File: src/rtl/iir_cascade_sequencer.sv
// Time-multiplexed Direct Form I biquad cascade sharing one 18x18 MAC, one pass per lr_clk rise.
// Define IIR_SAT_EN to saturate accumulator adds and the output shift; the default build wraps.
module iir_cascade_sequencer #(
    parameter int NUM_SECTIONS = 4,
    parameter int ADDR_W       = 6
) (
    input  logic                     state_clk,
    input  logic                     reset,
    input  logic                     lr_clk,
    input  logic signed [15:0]       audio_in,
    output logic        [ADDR_W-1:0] coef_addr,
    input  logic signed [17:0]       coef_data,
    output logic signed [15:0]       audio_out,
    output logic                     out_valid,
    output logic                     busy,
    output logic                     overrun
);

    localparam int SW = (NUM_SECTIONS > 1) ? $clog2(NUM_SECTIONS) : 1;
    localparam logic signed [17:0] SAT_MAX = 18'h1FFFF;
    localparam logic signed [17:0] SAT_MIN = 18'h20000;

    typedef enum logic [1:0] {IDLE, RUN, WB, OUT} state_t;

    state_t             state;
    logic               lr_q;
    logic [SW-1:0]      sec;
    logic [ADDR_W-1:0]  base;
    logic [2:0]         phase;
    logic [2:0]         scale;
    logic signed [17:0] x_in;
    logic signed [17:0] acc;
    logic signed [17:0] x1 [NUM_SECTIONS];
    logic signed [17:0] x2 [NUM_SECTIONS];
    logic signed [17:0] y1 [NUM_SECTIONS];
    logic signed [17:0] y2 [NUM_SECTIONS];

    logic               lr_rise;
    logic signed [17:0] operand;
    logic signed [35:0] product;
    logic signed [17:0] term;
    logic signed [17:0] acc_next;
    logic signed [17:0] y_shift;
    logic               product_unused;

    assign lr_rise = lr_clk & ~lr_q;

    // The coefficient for word k arrives two edges after its address, so phase k+1 consumes word k.
    always_comb begin
        operand = '0;
        case (phase)
            3'd1:    operand = x_in;
            3'd2:    operand = x1[sec];
            3'd3:    operand = x2[sec];
            3'd4:    operand = y1[sec];
            3'd5:    operand = y2[sec];
            default: operand = '0;
        endcase
    end

    assign product        = coef_data * operand;
    assign term           = {product[35], product[32:16]};
    assign product_unused = ^{product[34:33], product[15:0]};

`ifdef IIR_SAT_EN
    logic signed [18:0] sum_full;
    logic        [25:0] shifted;

    always_comb begin
        sum_full = {acc[17], acc} + {term[17], term};
        acc_next = sum_full[17:0];
        if (sum_full[18] != sum_full[17])
            acc_next = sum_full[18] ? SAT_MIN : SAT_MAX;
        shifted = {{8{acc[17]}}, acc} << scale;
        y_shift = shifted[17:0];
        if (shifted[25:17] != {9{shifted[17]}})
            y_shift = acc[17] ? SAT_MIN : SAT_MAX;
    end
`else
    always_comb begin
        acc_next = acc + term;
        y_shift  = acc <<< scale;
    end
`endif

    always_ff @(posedge state_clk) begin
        if (reset) begin
            state     <= IDLE;
            lr_q      <= 1'b0;
            sec       <= '0;
            base      <= '0;
            phase     <= '0;
            scale     <= '0;
            x_in      <= '0;
            acc       <= '0;
            coef_addr <= '0;
            audio_out <= '0;
            out_valid <= 1'b0;
            busy      <= 1'b0;
            overrun   <= 1'b0;
            for (int i = 0; i < NUM_SECTIONS; i++) begin
                x1[i] <= '0;
                x2[i] <= '0;
                y1[i] <= '0;
                y2[i] <= '0;
            end
        end else begin
            lr_q      <= lr_clk;
            out_valid <= 1'b0;
            busy      <= (state == RUN) || (state == WB);
            if (lr_rise && state != IDLE)
                overrun <= 1'b1;
            case (state)
                IDLE: begin
                    if (lr_rise) begin
                        x_in      <= {audio_in, 2'b00};
                        sec       <= '0;
                        base      <= '0;
                        coef_addr <= '0;
                        phase     <= '0;
                        acc       <= '0;
                        state     <= RUN;
                    end
                end
                RUN: begin
                    if (phase <= 3'd4)
                        coef_addr <= base + ADDR_W'(phase) + ADDR_W'(1);
                    if (phase >= 3'd1 && phase <= 3'd5)
                        acc <= acc_next;
                    if (phase == 3'd6) begin
                        scale <= coef_data[2:0];
                        state <= WB;
                    end
                    phase <= phase + 3'd1;
                end
                WB: begin
                    x2[sec] <= x1[sec];
                    x1[sec] <= x_in;
                    y2[sec] <= y1[sec];
                    y1[sec] <= y_shift;
                    x_in    <= y_shift;
                    if (sec == SW'(NUM_SECTIONS - 1)) begin
                        state <= OUT;
                    end else begin
                        sec       <= sec + SW'(1);
                        base      <= base + ADDR_W'(6);
                        coef_addr <= base + ADDR_W'(6);
                        acc       <= '0;
                        phase     <= '0;
                        state     <= RUN;
                    end
                end
                OUT: begin
                    audio_out <= x_in[17:2];
                    out_valid <= 1'b1;
                    state     <= IDLE;
                end
                default: state <= IDLE;
            endcase
        end
    end

endmodule

File: config.mk
export PLATFORM = sky130hd
export DESIGN_NAME = iir_cascade_sequencer
export DESIGN_NICKNAME = d
export VERILOG_FILES = /design/src/rtl/iir_cascade_sequencer.sv
export SDC_FILE = /design/constraint.sdc
export NUM_CORES = 2
export LEC_CHECK = 0
export BUFFER_PORTS_ARGS = -buffer_cell sky130_fd_sc_hd__buf_2
export CORE_MARGIN = 3
export CORE_UTILIZATION = 65
export DETAILED_ROUTE_END_ITERATION = 10
export GPL_TIMING_DRIVEN = 0
export PLACE_DENSITY = 0.93
export SLEW_MARGIN = 15
export SYNTH_ARGS = -nofsm -noshare
export SYNTH_HDL_FRONTEND = slang
export SYNTH_SLANG_ARGS = --single-unit
File: constraint.sdc
create_clock -name state_clk -period 17.2 [get_ports state_clk]
set_input_delay 0.86 -clock state_clk [delete_from_list [all_inputs] [get_ports state_clk]]
set_output_delay 0.86 -clock state_clk [all_outputs]
set_load 0.01 [all_outputs]
# == Word-level counts from Yosys, hierarchy flattened ==
# Memory sizes are Yosys's and may differ from the RTL's. A register that Yosys moved wholly into a read port is not among the register bits.
# Index checks and enable logic that the tools add are counted.
# Widths: inputs -> output; s select.
# op_classes
n_mul,1
muxes,48
n_shift,1
order_cmp,3
reduce_logical,18
eq_ne,15
bitwise,2
addsub,6
# op_table
op,count
$mux 18,8
$pmux 18 s5,1
$reduce_or 18->1,4
$pmux 18 s3,1
$mul 18x18->36,1
$pmux 18 s2,1
$mux 2,17
$add 18x18->18,1
$mux 6,3
$pmux 6 s3,1
$sshl 18x3->18,1
$pmux 6 s2,1
$mux 1,10
$eq 3x3->1 const B,3
$pmux 3 s3,1
$pmux 2 s4,1
$reduce_and 4->1,2
$add 6x1->6 const B,1
$add 6x3->6,1
$add 6x3->6 const B,1
$eq 2x2->1 const B,3
$eq 3x2->1 const B,2
$le 3x3->1 const B,2
$mux 3,2
other kinds (17),25
# totals
inputBits,37
word_cells,111
memories,4
out_inout_bits,25
ff_bits,78
ram_bits,288
# mem_list
memory,words,word_bits,read_ports,rd_ports_with_merged_regs,wr,line_no,text
x1,4,18,1,1,4,33,logic signed [17:0] x1 [NUM_SECTIONS];
x2,4,18,1,1,4,34,logic signed [17:0] x2 [NUM_SECTIONS];
y1,4,18,1,1,4,35,logic signed [17:0] y1 [NUM_SECTIONS];
y2,4,18,1,1,4,36,logic signed [17:0] y2 [NUM_SECTIONS];

# == Depth between registers and ports, before layout ==
# logic_depth
ltp_word,6
ltp_mapped,41
mapped_depth_nobuf,38

# == Worst setup path before layout ==
# No wires, ideal clock.
# synth_timing
path_kind,flip-flop to flip-flop
start,register (tool-made name)
end,register acc[17]
n_path_buf,5
setup_ns,0.095
path_stages_with_launch,39
required_ns,17.105
arrival_time_ns,9.399
slack_ns,7.706
period_less_slack_ns,9.494
path_cell_list,dfxtp_1 > buf_6 > buf_6 > buf_1 > buf_2 > mux4_2 > a22oi_1 > nand3_1 > clkbuf_1 > and2_1 > fa_1 > inv_1 > fa_1 > fa_1 > fa_1 > inv_1 > fa_1 > inv_1 > [3 not listed] > o21a_1 > o21ai_0 > nand2b_1 > a21oi_1 > a31oi_1 > a31o_2 > a221oi_1 > xnor2_1 > ha_1 > o21ai_0 > nand2b_1 > and3_1 > a221o_1 > a41oi_1 > a31oi_1 > a31o_2 > or2_2 > o311ai_1
# synth_rtl
item,line_no,text
end signal: assignment,129,acc <= acc_next;
end: declaration,32,logic signed [17:0] acc;

==> metrics.md <==
| Metric | Value |
|---|---|
| Vias in the first global route | 23750 |
| Worst Max-Slew Pin Slew | roughly 1300 ps |
| Initial antenna violation count | 5 |
| Final net count | 3261 |
| Max incr delay on CP | a little over 900 ps |
| Top-area cell type share of the netlist area | between 20 and 30% |
| Die area | between 40000 and 50000 um^2 |
| Routed Antenna Nets | 0 |
| Element type at the critical path start | flip-flop |
| FF-to-FF path depth | 36 |
| Design internal power | about 1.8 mW |
| Critical R2R Capture | acc[17]$_SDFFE_PP0P_ |
| Arrival time worst endpoint | 13390 ps |
| Hold EP | overrun$_SDFFE_PP0P_ |
| Worst hold path depth | 2 |
| First-pass GRT wire length | 132300 um |
| Mapped Cells | approximately 2700 |
| Flop pwr share | between 30% and 40% |
| Initial DRC count | a little over 3000 |
| Clk_lat worst skew | about 540 ps |
| Number of synthesized flops with an enable pin | around 290 |
| Fillers | 2711 |
| Hold buffer count at cts | 0 |
| Starting Density | approximately two thirds |
| Post-CTS sizing | 0 |
| Hold WC Path Type | reg -> reg |
| Final setup vio count | 0 |
| Via Count | 22070 |
| Final hold slack | ~500 ps |
| Layout cells sized above 1 | roughly 8.5% |
| Setup Skew | 12.89 ps |
| Fin crit period | about 13000 ps |
| Max Buffers Root-to-Sink | 3 |
| Synth cell types | between 50 and 60 |
| P per Cell Area | 88.73 nW/um^2 |
| Die width | 217.3 um |
| Post-CTS Setup Bufs | 0 |
| Maximum level of the CTS H-tree | 2 |
| Mean area per synthesized cell | roughly 11 um^2 |
| Most common cell in the netlist | inv_1 |
| Cell taking the most area after synthesis | edfxtp_1 |
| Tot GR Track Use | 36.98% |
| Ranking of synthesized cells by area | edfxtp_1, fa_1, and2_1, inv_1, dfxtp_1 |
| Setup_tns | 0 ps |
| HPWL after DPL | 59040 um |
| I/O Pins | 62 |
| Final core occ | 71.69% |
| Mapped cell area | 29030 um^2 |
| CP Data Required Time | around 18000 ps |
| Syn_nets | approximately 3200 |
| DR pass1 iterations | 9 |
| Final Instance Area | 31220 um^2 |
| Root Driver | clkbuf_16 |
| Bufs and invs on worst path | 9 |
| RSZ-0062 raised after global routing | no |
| Die height | 217.3 um |
| Net Sw Frac | a little over a third |
| PortBufs | a little under 60 |
| Leakage | approximately 13 nW |
| Final worst-path cycle share | 75.30% |
| Failing checks | DRC |
| Clock share of power | between 20% and 30% |
| Site row count | 76 |
| Rel. slew slack | approximately 14% |
| Critical Path Slowest Stage Cell | clkbuf_1 |
| Synth top cells by count | inv_1, and2_1, fa_1 |
| Detail-routed via count per cell | 6.512 |
| Yosys Warn Count | 0 |
| Reg2reg setup slack | between 4000 and 5000 ps |
| CTS tree | yes |
| Crit end category | flip-flop |
| Gr ovfl total | 0 |
| Pin count of the biggest net entering global routing | between 40 and 50 |
| Sequential element share of the synthesized area | roughly a third |
| CP Class | reg -> reg |
| Area after DPL | ~30000 um^2 |
| Max IR drop VDD | about 0.000071 V |
| Most frequent CP cell | fa_1 |
| Run status | complete, but fails checks |
| Critical Path Fanout Max | 10 |
| Flop and latch count out of synthesis | around 370 |
| CP delay by family, top | adder cells |
| Achievable Freq | 77.21 MHz |
| Max-slew violations | 0 |
| Clk pin slew, worst setup/hold paths | 70 ps |
| Most used DFF post-synth | edfxtp_1 |
| Comb pwr share | about a third |
| Per-cell routed wire length | about 25 um |
| CTS Sinks | 367 |
| Gpl congestion | ~0.95 |
| DRC | 2 |
| Final hold viol count | 0 |
| Async S/R FF share, synth | 0% |
| P_sw | 1.008 mW |
| Hold path start | overrun$_SDFFE_PP0P_ |
| Core box area | 43550 um^2 |
| Maxcap violations | 0 |
| Num CTS Buffers | 34 |
| Area Overhead vs Synth | 7.560% |
| Drt total wl | between 80000 and 90000 um |
-- cells by family (layout without fill, tap and decap cells) --
kind of cell / count (synthesis) / in the layout / share of synthesized area, %
AOI/OAI and AO/OA: 226 / 226 / 5.315
xor gates and xnor gates: 39 / 39 / 1.177
adders and majority gates: 449 / 449 / 27.89
buffers and inverters: 571 / 694 / 7.457
DFF: 367 / 367 / 35.24
muxes: 127 / 127 / 7.487
other: 0 / 5 / 0
and+or+nand+nor: 897 / 897 / 15.44
-- worst min-delay path, delay by kind of cell, from the launching register on --
kind,cells,cell delay (ps)
flops,1,320
simple gates,2,140
-- final cells by class --
cell class / count / area (um^2) / share of cell area (%)
multi-input cells: 1738 / 16670 / 53.38
diodes: 5 / 12.51 / 0.04007
clock inverters: 10 / 73.82 / 0.2364
clock buffers: 50 / 943.4 / 3.022
repair buffers: 63 / 400.4 / 1.282
flip-flops and latches: 367 / 10230 / 32.76
inverters: 440 / 1652 / 5.290
well taps: 585 / 732.0 / 2.344
plain buffers: 131 / 513.0 / 1.643
-- layout by cell type, fill, tap and decap left out, types with 5 or more instances in the layout --
| cell type | netlist | final |
|---|---|---|
| a21oi_1 | 43 | 43 |
| buf_2 | 5 | 63 |
| mux2_2 | 17 | 17 |
| mux4_2 | 70 | 70 |
| a31oi_1 | 10 | 10 |
| mux2i_1 | 39 | 39 |
| nor2b_1 | 10 | 10 |
| nor3_1 | 13 | 13 |
| fa_1 | 330 | 330 |
| nand2_1 | 244 | 244 |
| inv_1 | 440 | 440 |
| or2_2 | 26 | 24 |
| nand2b_1 | 12 | 11 |
| xnor2_1 | 27 | 27 |
| a211oi_1 | 19 | 19 |
| and2_1 | 340 | 340 |
| a22oi_1 | 43 | 43 |
| buf_1 | 7 | 7 |
| edfxtp_1 | 288 | 288 |
| o21a_1 | 8 | 8 |
| ha_1 | 119 | 119 |
| clkbuf_16 | 0 | 35 |
| clkbuf_1 | 117 | 130 |
| o21bai_1 | 5 | 5 |
| dfxtp_1 | 79 | 79 |
| or3_1 | 8 | 8 |
| nand3b_1 | 7 | 7 |
| nor2_1 | 194 | 194 |
| diode_2 | 0 | 5 |
| xor2_1 | 12 | 12 |
| o21ai_0 | 42 | 42 |
| nand3_1 | 28 | 28 |
| a21o_1 | 16 | 16 |
-- registers in the layout, indices dropped and copies added, names as in the netlist, 2 cells and up, named ones only --
signal,count
x1,72
coef_addr,6
x_in,18
x2,72
audio_out,16
y2,72
sec,2
y1,72
state,2
acc,18
phase,3
base,5
scale,3
-- power by group through the flow --
stage	combinational (mW)	clock (mW)	sequential (mW)
floorplan	0.644	0	1.06
global placement	0.861	0	1.09
detailed placement	0.914	0	1.09
CTS	0.939	0.714	1.07
global route	1.05	0.751	1.08
finish	0.960	0.729	1.08
-- per-layer routing --
metal	GRT usage [%]	up-vias	wire, um
met3	11.59	598	12470
met1	45.29	10640	26890
met2	56.96	1979	38860
met4	24.53	4	7039
li1	-	8851	-
met5	0	-	27
-- how the worst max path moves through the flow --
stage | startpoint | end | slack [ps] | cells past startpoint
floorplan | flip-flop | acc[17]$_SDFFE_PP0P_ | 7710 | 38
global placement | flip-flop | acc[17]$_SDFFE_PP0P_ | 5640 | 36
detailed placement | flip-flop | acc[17]$_SDFFE_PP0P_ | 5270 | 36
CTS | flip-flop | acc[17]$_SDFFE_PP0P_ | 4850 | 36
global route | flip-flop | acc[17]$_SDFFE_PP0P_ | 4200 | 36
finish | flip-flop | acc[17]$_SDFFE_PP0P_ | 4250 | 36
-- per-stage QoR --
stage	power, mW	instances	worst slack, ps
floorplan	1.708	2676	7706
global placement	1.947	3319	5640
detailed placement	2.004	3324	5273
CTS	2.727	3384	4852
global route	2.879	3385	4197
finish	2.770	3389	4248
Note: power is estimated with default switching activity, not from simulation.
